[src/rtl/led_row_scheduler_pkg.sv]
// Shared types and constants for the LED row scheduler and its renderer.
package led_row_scheduler_pkg;

    typedef enum logic {
        RUN    = 1'b0,
        COMMIT = 1'b1
    } sched_state_t;

    localparam int NREQ = 2;

    localparam logic [23:0] LED_COLOUR_ON  = 24'hFF2000;
    localparam logic [23:0] LED_COLOUR_OFF = 24'h100400;

endpackage

[src/rtl/led_row_scheduler_rr_arb2.sv]
// Two-requester round-robin arbiter; the pointer flips to the other side after every transfer.
module rr_arb2
    import led_row_scheduler_pkg::*;
(
    input  logic            clk,
    input  logic            rstn,
    input  logic            enable,
    input  logic [NREQ-1:0] valid,
    output logic [NREQ-1:0] ready
);

    logic ptr;

    always_comb begin
        ready = '0;
        if (enable) begin
            case (valid)
                2'b01:   ready = 2'b01;
                2'b10:   ready = 2'b10;
                2'b11:   ready = ptr ? 2'b10 : 2'b01;
                default: ready = '0;
            endcase
        end
    end

    // ready is only ever raised alongside valid, so any grant is a transfer
    always_ff @(posedge clk or negedge rstn) begin
        if (!rstn) begin
            ptr <= 1'b0;
        end else if (|ready) begin
            ptr <= ready[0];
        end
    end

endmodule

[src/rtl/led_row_scheduler.sv]
// Double-buffered LED row store: requesters fill a shadow buffer that is copied to the live
// buffer during vblank, while the live row under the current display line is presented.
module led_row_scheduler
    import led_row_scheduler_pkg::*;
#(
    parameter int NROWS   = 6,
    parameter int HEIGHT  = 80,
    parameter int VACTIVE = 480
) (
    input  logic        clk,
    input  logic        rstn,
    input  logic        px_stb,
    input  logic [9:0]  x_px,
    input  logic [9:0]  y_px,
    input  logic [1:0]  req_valid,
    input  logic [5:0]  req_row,
    input  logic [15:0] req_byte,
    output logic [1:0]  req_ready,
    output logic [7:0]  byte_led,
    output logic [2:0]  row_led,
    output logic        frame_done,
    output logic        row_err
);

    localparam int LINE_W = $clog2(HEIGHT);

    sched_state_t      state, state_nxt;
    logic [2:0]        idx;
    logic [7:0]        shadow [NROWS];
    logic [7:0]        live   [NROWS];
    logic [NROWS-1:0]  dirty;
    logic [LINE_W-1:0] line_cnt;
    logic [2:0]        row_cnt;

    logic       sel;
    logic       xfer;
    logic       wr_ok;
    logic [2:0] wr_row;
    logic [7:0] wr_byte;
    logic       vblank;
    logic       commit_last;

    // Reset also gates the grant path so req_ready is low while rstn is held
    rr_arb2 u_arb (
        .clk    (clk),
        .rstn   (rstn),
        .enable (rstn && (state == RUN)),
        .valid  (req_valid),
        .ready  (req_ready)
    );

    always_comb begin
        sel         = req_ready[1];
        wr_row      = sel ? req_row[5:3]   : req_row[2:0];
        wr_byte     = sel ? req_byte[15:8] : req_byte[7:0];
        xfer        = |(req_valid & req_ready);
        wr_ok       = xfer && (32'(wr_row) < NROWS);
        vblank      = px_stb && (x_px == 10'd0) && (y_px == 10'(VACTIVE));
        commit_last = (state == COMMIT) && (32'(idx) == NROWS - 1);

        state_nxt = state;
        case (state)
            RUN:     if (vblank) state_nxt = COMMIT;
            COMMIT:  if (commit_last) state_nxt = RUN;
            default: state_nxt = RUN;
        endcase
    end

    always_ff @(posedge clk or negedge rstn) begin
        if (!rstn) begin
            state      <= RUN;
            idx        <= '0;
            frame_done <= 1'b0;
            row_err    <= 1'b0;
        end else begin
            state      <= state_nxt;
            idx        <= (state == COMMIT && !commit_last) ? idx + 3'd1 : '0;
            frame_done <= commit_last;
            row_err    <= xfer && !wr_ok;
        end
    end

    // Writes and the commit copy never coincide: grants are withheld throughout COMMIT
    always_ff @(posedge clk or negedge rstn) begin
        if (!rstn) begin
            for (int unsigned i = 0; i < NROWS; i++) begin
                shadow[i] <= '0;
                live[i]   <= '0;
            end
            dirty <= '0;
        end else begin
            if (wr_ok) begin
                shadow[wr_row] <= wr_byte;
                dirty[wr_row]  <= 1'b1;
            end
            if (state == COMMIT && dirty[idx]) begin
                live[idx]  <= shadow[idx];
                dirty[idx] <= 1'b0;
            end
        end
    end

    always_ff @(posedge clk or negedge rstn) begin
        if (!rstn) begin
            line_cnt <= '0;
            row_cnt  <= '0;
        end else if (px_stb && x_px == 10'd0) begin
            if (y_px == 10'd0) begin
                line_cnt <= '0;
                row_cnt  <= '0;
            end else if (line_cnt == LINE_W'(HEIGHT - 1)) begin
                line_cnt <= '0;
                if (32'(row_cnt) != NROWS - 1) row_cnt <= row_cnt + 3'd1;
            end else begin
                line_cnt <= line_cnt + 1'b1;
            end
        end
    end

    always_ff @(posedge clk or negedge rstn) begin
        if (!rstn) begin
            row_led  <= '0;
            byte_led <= '0;
        end else begin
            row_led  <= row_cnt;
            byte_led <= live[row_cnt];
        end
    end

endmodule

[config.mk]
export PLATFORM = sky130hd
export DESIGN_NAME = led_row_scheduler
export DESIGN_NICKNAME = d
export VERILOG_FILES = /design/src/rtl/led_row_scheduler_pkg.sv /design/src/rtl/led_row_scheduler_rr_arb2.sv /design/src/rtl/led_row_scheduler.sv
export SDC_FILE = /design/constraint.sdc
export NUM_CORES = 1
export LEC_CHECK = 0
export CAP_MARGIN = 20
export CORE_ASPECT_RATIO = 1.75
export CORE_UTILIZATION = 55
export DETAILED_ROUTE_END_ITERATION = 10
export GPL_TIMING_DRIVEN = 0
export PLACE_DENSITY = 0.82
export SYNTH_ARGS = -nofsm -noshare
export SYNTH_HDL_FRONTEND = slang
export SYNTH_SLANG_ARGS = --single-unit
[constraint.sdc]
create_clock -name clk -period 5.2 [get_ports clk]
set_input_delay 1.3 -clock clk [delete_from_list [all_inputs] [get_ports clk]]
set_output_delay 1.3 -clock clk [all_outputs]
set_load 0.03 [all_outputs]
==> tab_implementation.tex <==
\begin{tabular}{lr}
\hline
Metric & Value \\
\hline
\multicolumn{2}{l}{\textbf{Timing}} \\
Number of max-slew violations in the final report & 0 \\
Max Freq & about 210 MHz \\
Hold Violations, Final & 0 \\
Final setup violating endpoints & 0 \\
Setup clock skew after layout & $\sim$6.8 ps \\
Setup WS post-layout & 541 ps \\
Unrepaired setup endpoints after global routing & no \\
Remaining max-slew budget at the tightest pin & 45.3\% \\
Min Clock Period, post-route & roughly 4700 ps \\
Final period util & 89.6\% \\
Worst Tran Pin Value & about 820 ps \\
\multicolumn{2}{l}{\textbf{Global routing}} \\
Overall fraction of global-route tracks in use & between 20\% and 30\% \\
Aggregate global routing overflow & 0 \\
Pin count of the biggest net entering global routing & 68 \\
Via count of the first global-routing pass & between 4000 and 5000 \\
Number of antenna violations at the first check in global routing & 0 \\
Global-route wire length before repair & 24000 µm \\
\multicolumn{2}{l}{\textbf{Layout}} \\
Final core area utilization & approximately 70\% \\
Area growth, synth to finish & 23.2\% \\
Fill cell instance count of the final layout & 745 \\
Non-filler cells, final & 720 \\
Final standard cell area without fillers & 7510 µm² \\
Ant diodes & 0 \\
Post-layout net count & 629 \\
Fraction of final layout cells sized beyond drive strength 1 & around 25\% \\
\multicolumn{2}{l}{\textbf{Placed design}} \\
Hpwl dp & 9800 µm \\
Setup slack after placement & 471 ps \\
Count of input and output buffers & 61 \\
Placed cell areas & between 6000 and 7000 µm² \\
Final weighted congestion in routability-driven placement & between 0.8 and 0.9 \\
\# placed instances & between 600 and 700 \\
\multicolumn{2}{l}{\textbf{Die}} \\
Total I/O pin count & a little over 60 \\
Total number of placement rows & 50 \\
Die Span X & between 80 and 90 µm \\
Die boundary height & 141 µm \\
Effective utilization at floorplan & between 50\% and 60\% \\
Die footprint & approximately 12000 µm² \\
Placeable core region & 10800 µm² \\
\multicolumn{2}{l}{\textbf{Route}} \\
Via count & approximately 4500 \\
Routed via count divided by cell count & between 6 and 7 \\
Met1 Routed Length & about 5100 µm \\
Violation count after the first detailed-route iteration & 370 \\
Final antenna-violating net count & 0 \\
Top routing layer in use & met4 \\
Routed length on met3 & roughly 820 µm \\
Routed wire length & between 10000 and 15000 µm \\
Avg WL per Cell & around 21 µm \\
First-pass DRT Iterations & 5 \\
DRC violations left & 0 \\
Met2 Routed Length & about 8400 µm \\
\multicolumn{2}{l}{\textbf{Power and ir drop}} \\
Power Density & $\sim$370 nW/µm² \\
Overall Power & 2.79 mW \\
Portion of total power attributed to the clock network & between 40\% and 50\% \\
Combinational fraction of design power & between 10\% and 20\% \\
Leakage power total & roughly 3.3 nW \\
Max VDD drop & 0.268 mV \\
Part of the total power dissipated in sequential elements & between 40\% and 50\% \\
Internal power & 2.13 mW \\
Switching share of power & between 20\% and 30\% \\
Sw power & between 0.6 and 0.7 mW \\
\multicolumn{2}{l}{\textbf{Yosys}} \\
Synth Flop Type & sky130\_fd\_sc\_hd\_\_dfrtp\_1 \\
Synthesized instance count & $\sim$500 \\
Parity-gate share of the synthesized area counting xor and xnor cells & 0\% \\
Combinational family with the most area after synthesis & multiplexers \\
Synthesized-area fraction occupied by and/or/nand/nor cells & 9.51\% \\
Mux cell area share after synthesis & between 20\% and 30\% \\
Count of synthesis-stage warnings from yosys & 0 \\
Share of the synthesized area in compound gates (AO/OA/AOI/OAI) & under 10\% \\
Syn\_area\_per\_cell & between 10 and 15 µm² \\
Post-synthesis net count & between 500 and 600 \\
Fraction of synthesis flops using an asynchronous set or reset pin & between 90\% and 100\% \\
Synth Register Bits & 130 \\
Fraction of the yosys area taken by sequential cells & 53.4\% \\
Post-synth design cell area & $\sim$6000 µm² \\
Count of flip-flops with a built-in enable after synthesis & 0 \\
Adder-Cell Fraction of Synth Area & 1.03\% \\
Synth cell types & between 50 and 60 \\
\multicolumn{2}{l}{\textbf{Critical path}} \\
Kind of critical path & input port to output pin \\
WP data arrival & roughly 3400 ps \\
Crit end category & output pin \\
Highest fanout seen on the critical path & 66 \\
Req. time, crit path & between 3000 and 4000 ps \\
Type of origin of the critical path & input port \\
Critical-path top delay cell & sky130\_fd\_sc\_hd\_\_clkdlybuf4s50\_1 \\
Delay of the slowest cell on the worst path & a little under 700 ps \\
Cell Chain, Critical Path & buf\_6, and2b\_1, nand3\_1, inv\_1, clkdlybuf4s50\_1 \\
\multicolumn{2}{l}{\textbf{Clock network}} \\
Quantity of gates resized following cts & 0 \\
Number of buffers inserted to repair setup after CTS & 0 \\
Number of sinks driven by the clock tree & 130 \\
Clock transition time at the flip-flop clock pins of the worst setup and hold paths & about 60 ps \\
Number of H-tree levels & 4 \\
CTS tree & built \\
CTS root buf & sky130\_fd\_sc\_hd\_\_clkbuf\_16 \\
Post-CTS Hold Fix Bufs & 0 \\
Number of buffers created by CTS & 17 \\
Clock latency at the later pin of the worst-skew pair & 420 ps \\
Longest Clk Path Bufs & 2 \\
\multicolumn{2}{l}{\textbf{Worst hold path}} \\
Type of the most critical hold path & flop to flop \\
\multicolumn{2}{l}{\textbf{Status}} \\
Run status & complete, no violations \\
\multicolumn{2}{l}{\textbf{Job}} \\
Number of violations of the max-capacitance limit & 0 \\
\hline
\end{tabular}
-- flip-flops by register name, summed over array words and instances (netlist names), 3 cells and up --
register,cells
live,48
dirty,6
row_led,3
shadow,48
line_cnt,7
row_cnt,3
byte_led,8
idx,3
-- Yosys cell counts (all sizes together), types with 2 or more instances --
master,count,area (µm²)
a21o,2,15.0
a21oi,19,103
a221oi,6,52.6
a22o,3,26.3
a22oi,4,40.0
a31oi,7,50.1
and3,6,37.5
buf,12,71.3
clkbuf,9,33.8
dfrtp,130,3250
ha,5,62.6
inv,30,113
mux2,85,957
mux2i,20,200
mux4,10,225
nand2,32,120
nand2b,4,25.0
nand3,10,50.1
nand3b,4,30.0
nand4,6,37.5
nor2,16,60.1
nor2b,9,56.3
nor3,4,20.0
nor4,6,52.6
nor4bb,2,20.0
o21a,2,15.0
o21ai,21,105
o22ai,10,62.6
o2bb2ai,2,17.5
o311ai,2,17.5
or3,2,12.5
-- layout make-up --
cell class / instances / area, µm² / area share, %
Clock inverter: 10 / 130 / 1.73
Timing Repair Buffer: 62 / 639 / 8.52
Buffer: 21 / 105 / 1.40
Inverter: 30 / 113 / 1.50
Sequential cell: 130 / 3250 / 43.3
Tap cell: 130 / 163 / 2.17
Clock buffer: 22 / 484 / 6.45
Multi-Input combinational cell: 315 / 2620 / 34.9
-- kinds of logic (layout without fill, tap and decap cells) --
logic type,Yosys count,after routing
DFF,130,130
muxes,115,115
and+or+nand+nor,108,108
AOI/OAI and AO/OA,87,87
buffers and inverters,51,145
adders and majority gates,5,5
-- through the flow --
step	TNS (ps)	hold WS (ps)
floorplan	0	376
global placement	-446080	395
detailed placement	0	415
CTS	0	426
global route	0	440
finish	0	429
-- worst paths after layout --
kind	startpoint	to	slack, ps	cells after the start
worst max-delay path	rstn	req_ready[1]	540	5
worst min-delay path	row_cnt[1]	row_led[1]	430	0
worst max register to register	idx[0]	live[25]	2820	5
worst min register to register	row_cnt[1]	row_led[1]	430	0
max in group asynchronous	rstn	shadow[8]	3580	2
min in group asynchronous	rstn	line_cnt[6]	870	1
-- worst max-delay path: cells and delay by family --
family,cells,cell delay (ps)
buffers and inverters,3,1300
and+or+nand+nor,2,740
-- power by group through the flow --
stage	clock network, mW	registers (mW)	logic (mW)
global route	1.28	1.22	0.371
global placement	0	1.21	0.317
finish	1.23	1.21	0.341
detailed placement	0	1.22	0.334
CTS	1.23	1.21	0.342
floorplan	0	1.20	0.224
-- layout by cell type (no fill, tap or decap), drive strengths merged, types with 14 or more instances in the layout --
| cell type | count |
|---|---|
| dfrtp | 130 |
| mux2 | 85 |
| clkdlybuf4s50 | 60 |
| nand2 | 32 |
| clkbuf | 31 |
| inv | 30 |
| o21ai | 21 |
| mux2i | 20 |
| a21oi | 19 |
| nor2 | 16 |
| buf | 14 |
-- routing by layer --
metal	global-route usage [%]	vias to the layer above
met5	0	-
met4	15.9	0
met3	7.12	60
met2	50.8	192
met1	29.5	2296
li1	-	1981
No activity file was read; power rests on OpenSTA's default activity.
